--- src/rtl/irq_ctrl.sv ---
// External interrupt controller: synchronised request capture, fixed-priority presentation
// to the picoRV32 irq/eoi ports, and a small register window on the native memory bus.
module irq_ctrl #(
  parameter int unsigned NSRC        = 3,
  parameter int unsigned IRQ_BASE    = 5,
  parameter logic [31:0] BASE_ADDR   = 32'h0200_0000,
  parameter int unsigned SYNC_STAGES = 2
) (
  input  logic            clk,
  input  logic            reset,
  input  logic [NSRC-1:0] irq_src,
  input  logic            mem_valid,
  output logic            mem_ready,
  input  logic [31:0]     mem_addr,
  input  logic [31:0]     mem_wdata,
  input  logic [3:0]      mem_wstrb,
  output logic [31:0]     mem_rdata,
  output logic [31:0]     cpu_irq,
  input  logic [31:0]     cpu_eoi
);

  localparam logic [7:0] OFF_ENABLE  = 8'h00;
  localparam logic [7:0] OFF_PENDING = 8'h04;
  localparam logic [7:0] OFF_MODE    = 8'h08;
  localparam logic [7:0] OFF_ACTIVE  = 8'h0C;
  localparam logic [7:0] OFF_SWTRIG  = 8'h10;

  typedef enum logic [1:0] {IDLE, PRESENT, SERVICE} state_t;

  state_t          state;
  logic [NSRC-1:0] idx_oh;
  logic [NSRC-1:0] enable;
  logic [NSRC-1:0] pending;
  logic [NSRC-1:0] mode;
  logic [NSRC-1:0] sync_q [SYNC_STAGES];
  logic [NSRC-1:0] s_prev;

  logic            sel;
  logic [7:0]      off;
  logic            wr;
  logic [NSRC-1:0] s;
  logic [NSRC-1:0] eoi_src;
  logic            eoi_hit;
  logic [NSRC-1:0] req;
  logic [NSRC-1:0] grant;
  logic [NSRC-1:0] set_bits;
  logic [NSRC-1:0] clr_bits;
  logic [NSRC-1:0] act;
  logic [31:0]     rd_val;
  logic            unused_ok;

  assign sel     = mem_valid && (mem_addr[31:8] == BASE_ADDR[31:8]);
  assign off     = mem_addr[7:0];
  assign wr      = mem_ready && sel && (mem_wstrb != 4'b0000);
  assign s       = sync_q[SYNC_STAGES-1];
  assign eoi_src = cpu_eoi[IRQ_BASE +: NSRC];
  assign eoi_hit = |(eoi_src & idx_oh);
  assign req     = pending & enable;
  // Lowest set bit wins: src[0] has the highest priority.
  assign grant   = req & (~req + NSRC'(1));
  assign act     = (state != IDLE) ? idx_oh : '0;
  assign unused_ok = ^{cpu_eoi, mem_wdata};

  // Edge/SWTRIG sets take precedence over W1C and eoi clears in the same cycle.
  always_comb begin
    set_bits = s & ~s_prev;
    clr_bits = '0;
    if (wr && off == OFF_SWTRIG)  set_bits = set_bits | mem_wdata[NSRC-1:0];
    if (wr && off == OFF_PENDING) clr_bits = mem_wdata[NSRC-1:0];
    if (state == PRESENT && eoi_hit) clr_bits = clr_bits | idx_oh;
    set_bits = set_bits & ~mode;
  end

  always_comb begin
    rd_val = '0;
    case (off)
      OFF_ENABLE:  rd_val = 32'(enable);
      OFF_PENDING: rd_val = 32'(pending);
      OFF_MODE:    rd_val = 32'(mode);
      OFF_ACTIVE: begin
        rd_val     = 32'(act);
        rd_val[31] = (state != IDLE);
      end
      default:     rd_val = '0;
    endcase
  end

  // Input synchronisers and edge history.
  always_ff @(posedge clk) begin
    if (reset) begin
      for (int k = 0; k < SYNC_STAGES; k++) sync_q[k] <= '0;
      s_prev <= '0;
    end else begin
      sync_q[0] <= irq_src;
      for (int k = 1; k < SYNC_STAGES; k++) sync_q[k] <= sync_q[k-1];
      s_prev <= s;
    end
  end

  always_ff @(posedge clk) begin
    if (reset) begin
      pending <= '0;
    end else begin
      pending <= (mode & s) | (~mode & ((pending & ~clr_bits) | set_bits));
    end
  end

  // Register window: one-cycle ready pulse, write commits on the ready cycle.
  always_ff @(posedge clk) begin
    if (reset) begin
      mem_ready <= 1'b0;
      mem_rdata <= '0;
      enable    <= '0;
      mode      <= '0;
    end else begin
      mem_ready <= sel && !mem_ready;
      mem_rdata <= (sel && !mem_ready) ? rd_val : '0;
      if (wr && off == OFF_ENABLE) enable <= mem_wdata[NSRC-1:0];
      if (wr && off == OFF_MODE)   mode   <= mem_wdata[NSRC-1:0];
    end
  end

  // Presentation sequencer: one source at a time through the eoi handshake.
  always_ff @(posedge clk) begin
    if (reset) begin
      state   <= IDLE;
      idx_oh  <= '0;
      cpu_irq <= '0;
    end else begin
      case (state)
        IDLE: begin
          if (|req) begin
            idx_oh  <= grant;
            cpu_irq <= 32'(grant) << IRQ_BASE;
            state   <= PRESENT;
          end
        end
        PRESENT: begin
          if (eoi_hit) begin
            cpu_irq <= '0;
            state   <= SERVICE;
          end else if (!(|(idx_oh & enable & pending))) begin
            cpu_irq <= '0;
            idx_oh  <= '0;
            state   <= IDLE;
          end
        end
        SERVICE: begin
          cpu_irq <= '0;
          if (!eoi_hit) begin
            idx_oh <= '0;
            state  <= IDLE;
          end
        end
        default: begin
          cpu_irq <= '0;
          idx_oh  <= '0;
          state   <= IDLE;
        end
      endcase
    end
  end

endmodule

--- config.mk ---
export PLATFORM = sky130hd
export DESIGN_NAME = irq_ctrl
export DESIGN_NICKNAME = d
export VERILOG_FILES = /design/src/rtl/irq_ctrl.sv
export SDC_FILE = /design/constraint.sdc
export NUM_CORES = 1
export LEC_CHECK = 0
export ABC_AREA = 1
export BUFFER_PORTS_ARGS = -buffer_cell sky130_fd_sc_hd__buf_2
export CAP_MARGIN = 20
export CORE_UTILIZATION = 33
export CTS_CLUSTER_SIZE = 12
export DETAILED_ROUTE_END_ITERATION = 10
export PLACE_DENSITY = 0.68
export SLEW_MARGIN = 20
export SYNTH_ARGS = -nofsm -noshare
export SYNTH_HDL_FRONTEND = slang
export SYNTH_SLANG_ARGS = --single-unit
--- constraint.sdc ---
create_clock -name clk -period 1.99 [get_ports clk]
set_input_delay 0.199 -clock clk [delete_from_list [all_inputs] [get_ports clk]]
set_output_delay 0.199 -clock clk [all_outputs]
set_load 0.02 [all_outputs]
* Yosys cells after proc, flatten, opt, wreduce, memory -nomap -nowiden
Memory sizes are Yosys's and may differ from the RTL's.
Index checks and enable logic that the tools add are counted.
** Word-level totals
- Output and inout port bits :: 65
- Flip-flop bits (word level) :: 82
- Bits of input ports :: 106
- Latch bits :: 0
- Memories kept :: 1
- Word-level logic and storage cells :: 89
- Memory bits (read-only) :: 0
- Bits in writable memories :: 6
** Memory list
- sync_q :: words 2, width 3, rd ports 2, clocked after memory_dff 0, wr ports 2, line 35 : logic [NSRC-1:0] sync_q [SYNC_STAGES];
** Cells by class
- Bitwise gates (word level) :: 21
- Add/sub/neg operators :: 1
- Reductions and logical operators :: 21
- Magnitude comparators :: 0
- Multiply operators :: 0
- Shift operators :: 0
- Div/mod/pow operators :: 0
- Mux-type cells :: 24
- Equal/unequal tests :: 12
** Operators with widths (count)
- 32-bit one-hot mux with 4 select lines :: 1
- 32-bit 2-to-1 mux :: 3
- 32-bit one-hot mux with 2 select lines :: 1
- 3-bit bitwise AND :: 10
- 3-bit 2-to-1 mux :: 10
- 24-bit by 18-bit equality test with 1-bit output, second input constant :: 1
- 8-bit by 4-bit equality test with 1-bit output, second input constant :: 2
- 3-bit NOT :: 4
- 3-bit OR :: 4
- 1-bit logical AND :: 9
- 3-bit one-hot mux with 3 select lines :: 1
- 3-bit OR reduction :: 3
- 8-bit by 3-bit equality test with 1-bit output, second input constant :: 1
- 8-bit by 5-bit equality test with 1-bit output, second input constant :: 1
- 8-bit zero test :: 1
- 2-bit 2-to-1 mux :: 4
- 2-bit != test, second input constant :: 4
- 2-bit one-hot mux with 3 select lines :: 1
- 4-bit AND reduction :: 1
- 4-bit nonzero test :: 1
- 3-bit by 1-bit adder with 3-bit output, second input constant :: 1
- 1-bit 2-to-1 mux :: 3
- 3-bit != test, second input constant :: 1
- 3-bit AND reduction :: 1
- 9 further kinds :: 10

* Logic depth before layout (Yosys ltp)
- Word-level depth :: 13
- Gate-level depth with buffers :: 11
- Gate-level depth less buffers :: 11

* Least setup slack after synthesis
OpenSTA, ideal clock, no wires.
- Path kind :: flip-flop to flip-flop
- Start point :: register mem_ready
- End point :: register mode[0]
- Buffers on the path :: 0
- Data arrival time :: 1197 ps
- Stages on the path, launching flop included :: 6
- Slack :: 672 ps
- Data required time :: 1869 ps
- Setup time :: 121 ps
- Period minus slack after synthesis :: 1318 ps
- Cell sequence :: dfxtp_1 > inv_1 > a21oi_2 > nand3_1 > o21ai_0 > a21oi_1
** On the way
- Longest elaborated chain between the ends :: 3
** Ends and longest elaborated chain
- from (decl) :: line 13 : output logic mem_ready,
- from (signal assigned) :: line 116 : mem_ready <= sel && !mem_ready;
- 1-bit logical AND (2 in a row) :: line 54 : assign wr = mem_ready && sel && (mem_wstrb != 4'b0000);
- 1-bit logical AND :: line 119 : if (wr && off == OFF_MODE) mode <= mem_wdata[NSRC-1:0];
- to (signal assigned) :: line 119
- to (decl) :: line 34 : logic [NSRC-1:0] mode;
No other way between the ends.
A chain may end at the register's enable or synchronous reset.

* Worst setup path after layout
Same ends and word-level chain as after synthesis.

==> flow_summary_export.csv <==
group,metric,value,unit
routing,drt-initial-drc-count,82,
die,fp.dieW,81.2,um
status,status,"finished clean",
hold_path,hold_class,"in2reg",
layout,final_cell_mix,"57 x conb_1, 55 x buf_2, 54 x nor2_1",
routing,wl,3980,um
placed_design,io_buffers,55,
yosys,ys_types,23,
yosys,postSynthCellCount,316,
sta,rsz0062_at_grt,"false",
pwr,power,1.31,mW
yosys,ys_ff_latch,31,
sta,setup_viol,0,
sta,hold_viol,0,
critical_path,path_max_fanout,9,
cts,cts_tree,"done",
yosys,yosys_warnings,0,
die,initial_utilization,0.346,
global_routing,grt-ovfl-total,0,
die,rows,28,
pwr,p_per_area,575,nW/um2
die,io_pins,171,
routing,post_drt_wl_per_cell,8.85,um
global_routing,grt_max_degree,18,
routing,num_vias,1805,
critical_path,cp_data_arrival_time,1560,ps
global_routing,grt_pass1_vias,1611,
pwr,ir_drop,0.255,mV
layout,layout.nets,480,
routing,first_pass_iters,6,
layout,syn_to_final_growth,10.3,%
cts,clk_latency,280,ps
routing,drt.antenna.violating_nets,0,
yosys,synth_area_per_cell,6.56,um2
cts,cts_root_buffer,"clkbuf_8",
layout,drive_gt1_frac,0.208,
yosys,syn_area,2070,um2
sta,fin_tns_setup,0,ps
layout,final_common_cell,"conb_1",
die,die_y,81.2,um
yosys,synth_largest_area_cell,"dfxtp_1",
cts,cts_max_path_buffers,2,
die,core-area,5990,um2
sta,fin_skew,4.49,ps
sta,maxSlewViolCount,0,
sta,period_share,0.698,
placed_design,hpwl,3340,um
global_routing,grt_pass1_wl,6730,um
cts,postCtsSetupRepairBufs,0,
global_routing,antenna_found_initial,0,
routing,vias_per_cell,4.01,
critical_path,cp.required,2160,ps
cts,cts_num_sinks,31,
run,maxCapViolCount,0,
yosys,ys_seq_area_frac,0.300,
placed_design,gp_congestion,0.833,
cts,h-tree-depth,2,
yosys,synth_top_cells_by_area,"dfxtp_1 30%, buf_4 21%, nor2_1 9.8%",
yosys,synth_top_area_share,0.300,
sta,final.min_clock_period,1390,ps
routing,drc_errors,0,
cts,cts_made_buffers,5,
global_routing,grt_usage,0.133,
critical_path,worstSetupEndpointType,"flip-flop",
cts,clk_pin_slew,60,ps
critical_path,path_class,"reg2reg",
sta,max_freq,720,MHz
critical_path,start_kind,"flip-flop",
cts,holdBufCountCts,0,
cts,cts.repair.resized,0,
layout,n_antenna_cell,0,
die,die-area,6600,um2
pwr,p_leak,1.17,nW
## through the flow
stage / cell area, um2 / std cells / setup WS, ps / utilization / hold WS (ps)
floorplan: 2280 / 372 / 672 / - / 306
global placement: 2200 / 442 / 504 / 0.367 / 392
detailed placement: 2200 / 442 / 468 / 0.367 / 396
CTS: 2290 / 450 / 608 / 0.382 / 105
global route: 2290 / 450 / 438 / 0.382 / 128
finish: 2290 / 450 / 601 / 0.382 / 114
## path summary, 6_finish.rpt
path                  end  slack [ps]  depth (start not counted)    startpoint
min reg2reg  sync_q[0][4]         400                          2  sync_q[0][1]
max               mode[0]         600                          5     mem_ready
max reg2reg       mode[0]         600                          5     mem_ready
min          sync_q[0][2]         110                          3    irq_src[2]
## synth_stat cells, drive strengths merged
library cell and instances:
nand4 8, nand3 16, inv 50, nor2 62, o21ai 13, nand3b 1, nand2 49, a21oi 18
o211a 1, or2 3, nor3 3, dfxtp 31, buf 58, clkbuf 2, conb 1
## cell type report
cell class / instances / area [um2]
inverter: 50 / 188
sequential: 31 / 621
clock inverter: 2 / 12.5
multi-input combinational: 231 / 1020
timing repair buffer: 55 / 275
tap: 75 / 93.8
clock buffer: 6 / 72.6
fill: 687 / 3700
## critical path, cell delays in order, from the launching register on
cell,delay (ps)
dfxtp_1,320
inv_1,80
a21oi_2,340
nand3_1,250
o21ai_0,220
a21oi_1,60
## logic make-up after synthesis
| kind of cell | count (synthesis) | synth area share |
|---|---|---|
| other | 1 | 0.00181 |
| buffers and inverters | 110 | 0.308 |
| and+or+nand+nor | 142 | 0.309 |
| DFF | 31 | 0.300 |
| AOI/OAI and AO/OA | 32 | 0.0815 |
## state kept, by name (all words and copies together), names as in the netlist, 2 cells and up
name       flops
idx_oh         3
enable         3
mode           3
pending        3
s_prev         3
cpu_irq        3
mem_rdata      4
state          2
sync_q         6
## report_power, final
group          internal, mW  total, mW  switching [mW]
clock                 0.244      0.471           0.228
sequential            0.631      0.636         0.00515
combinational        0.0533      0.207           0.154
total                 0.928       1.31           0.387
## per-layer routing
| metal | routed length, um | vias up | GRT usage |
|---|---|---|---|
| met5 | 0 | - | 0 |
| met1 | 1700 | 760 | 0.153 |
| li1 | - | 971 | - |
| met3 | 264 | 7 | 0.0438 |
| met2 | 1940 | 67 | 0.227 |
| met4 | 74 | 0 | 0.0518 |
Power figures use the tool's default switching activity.
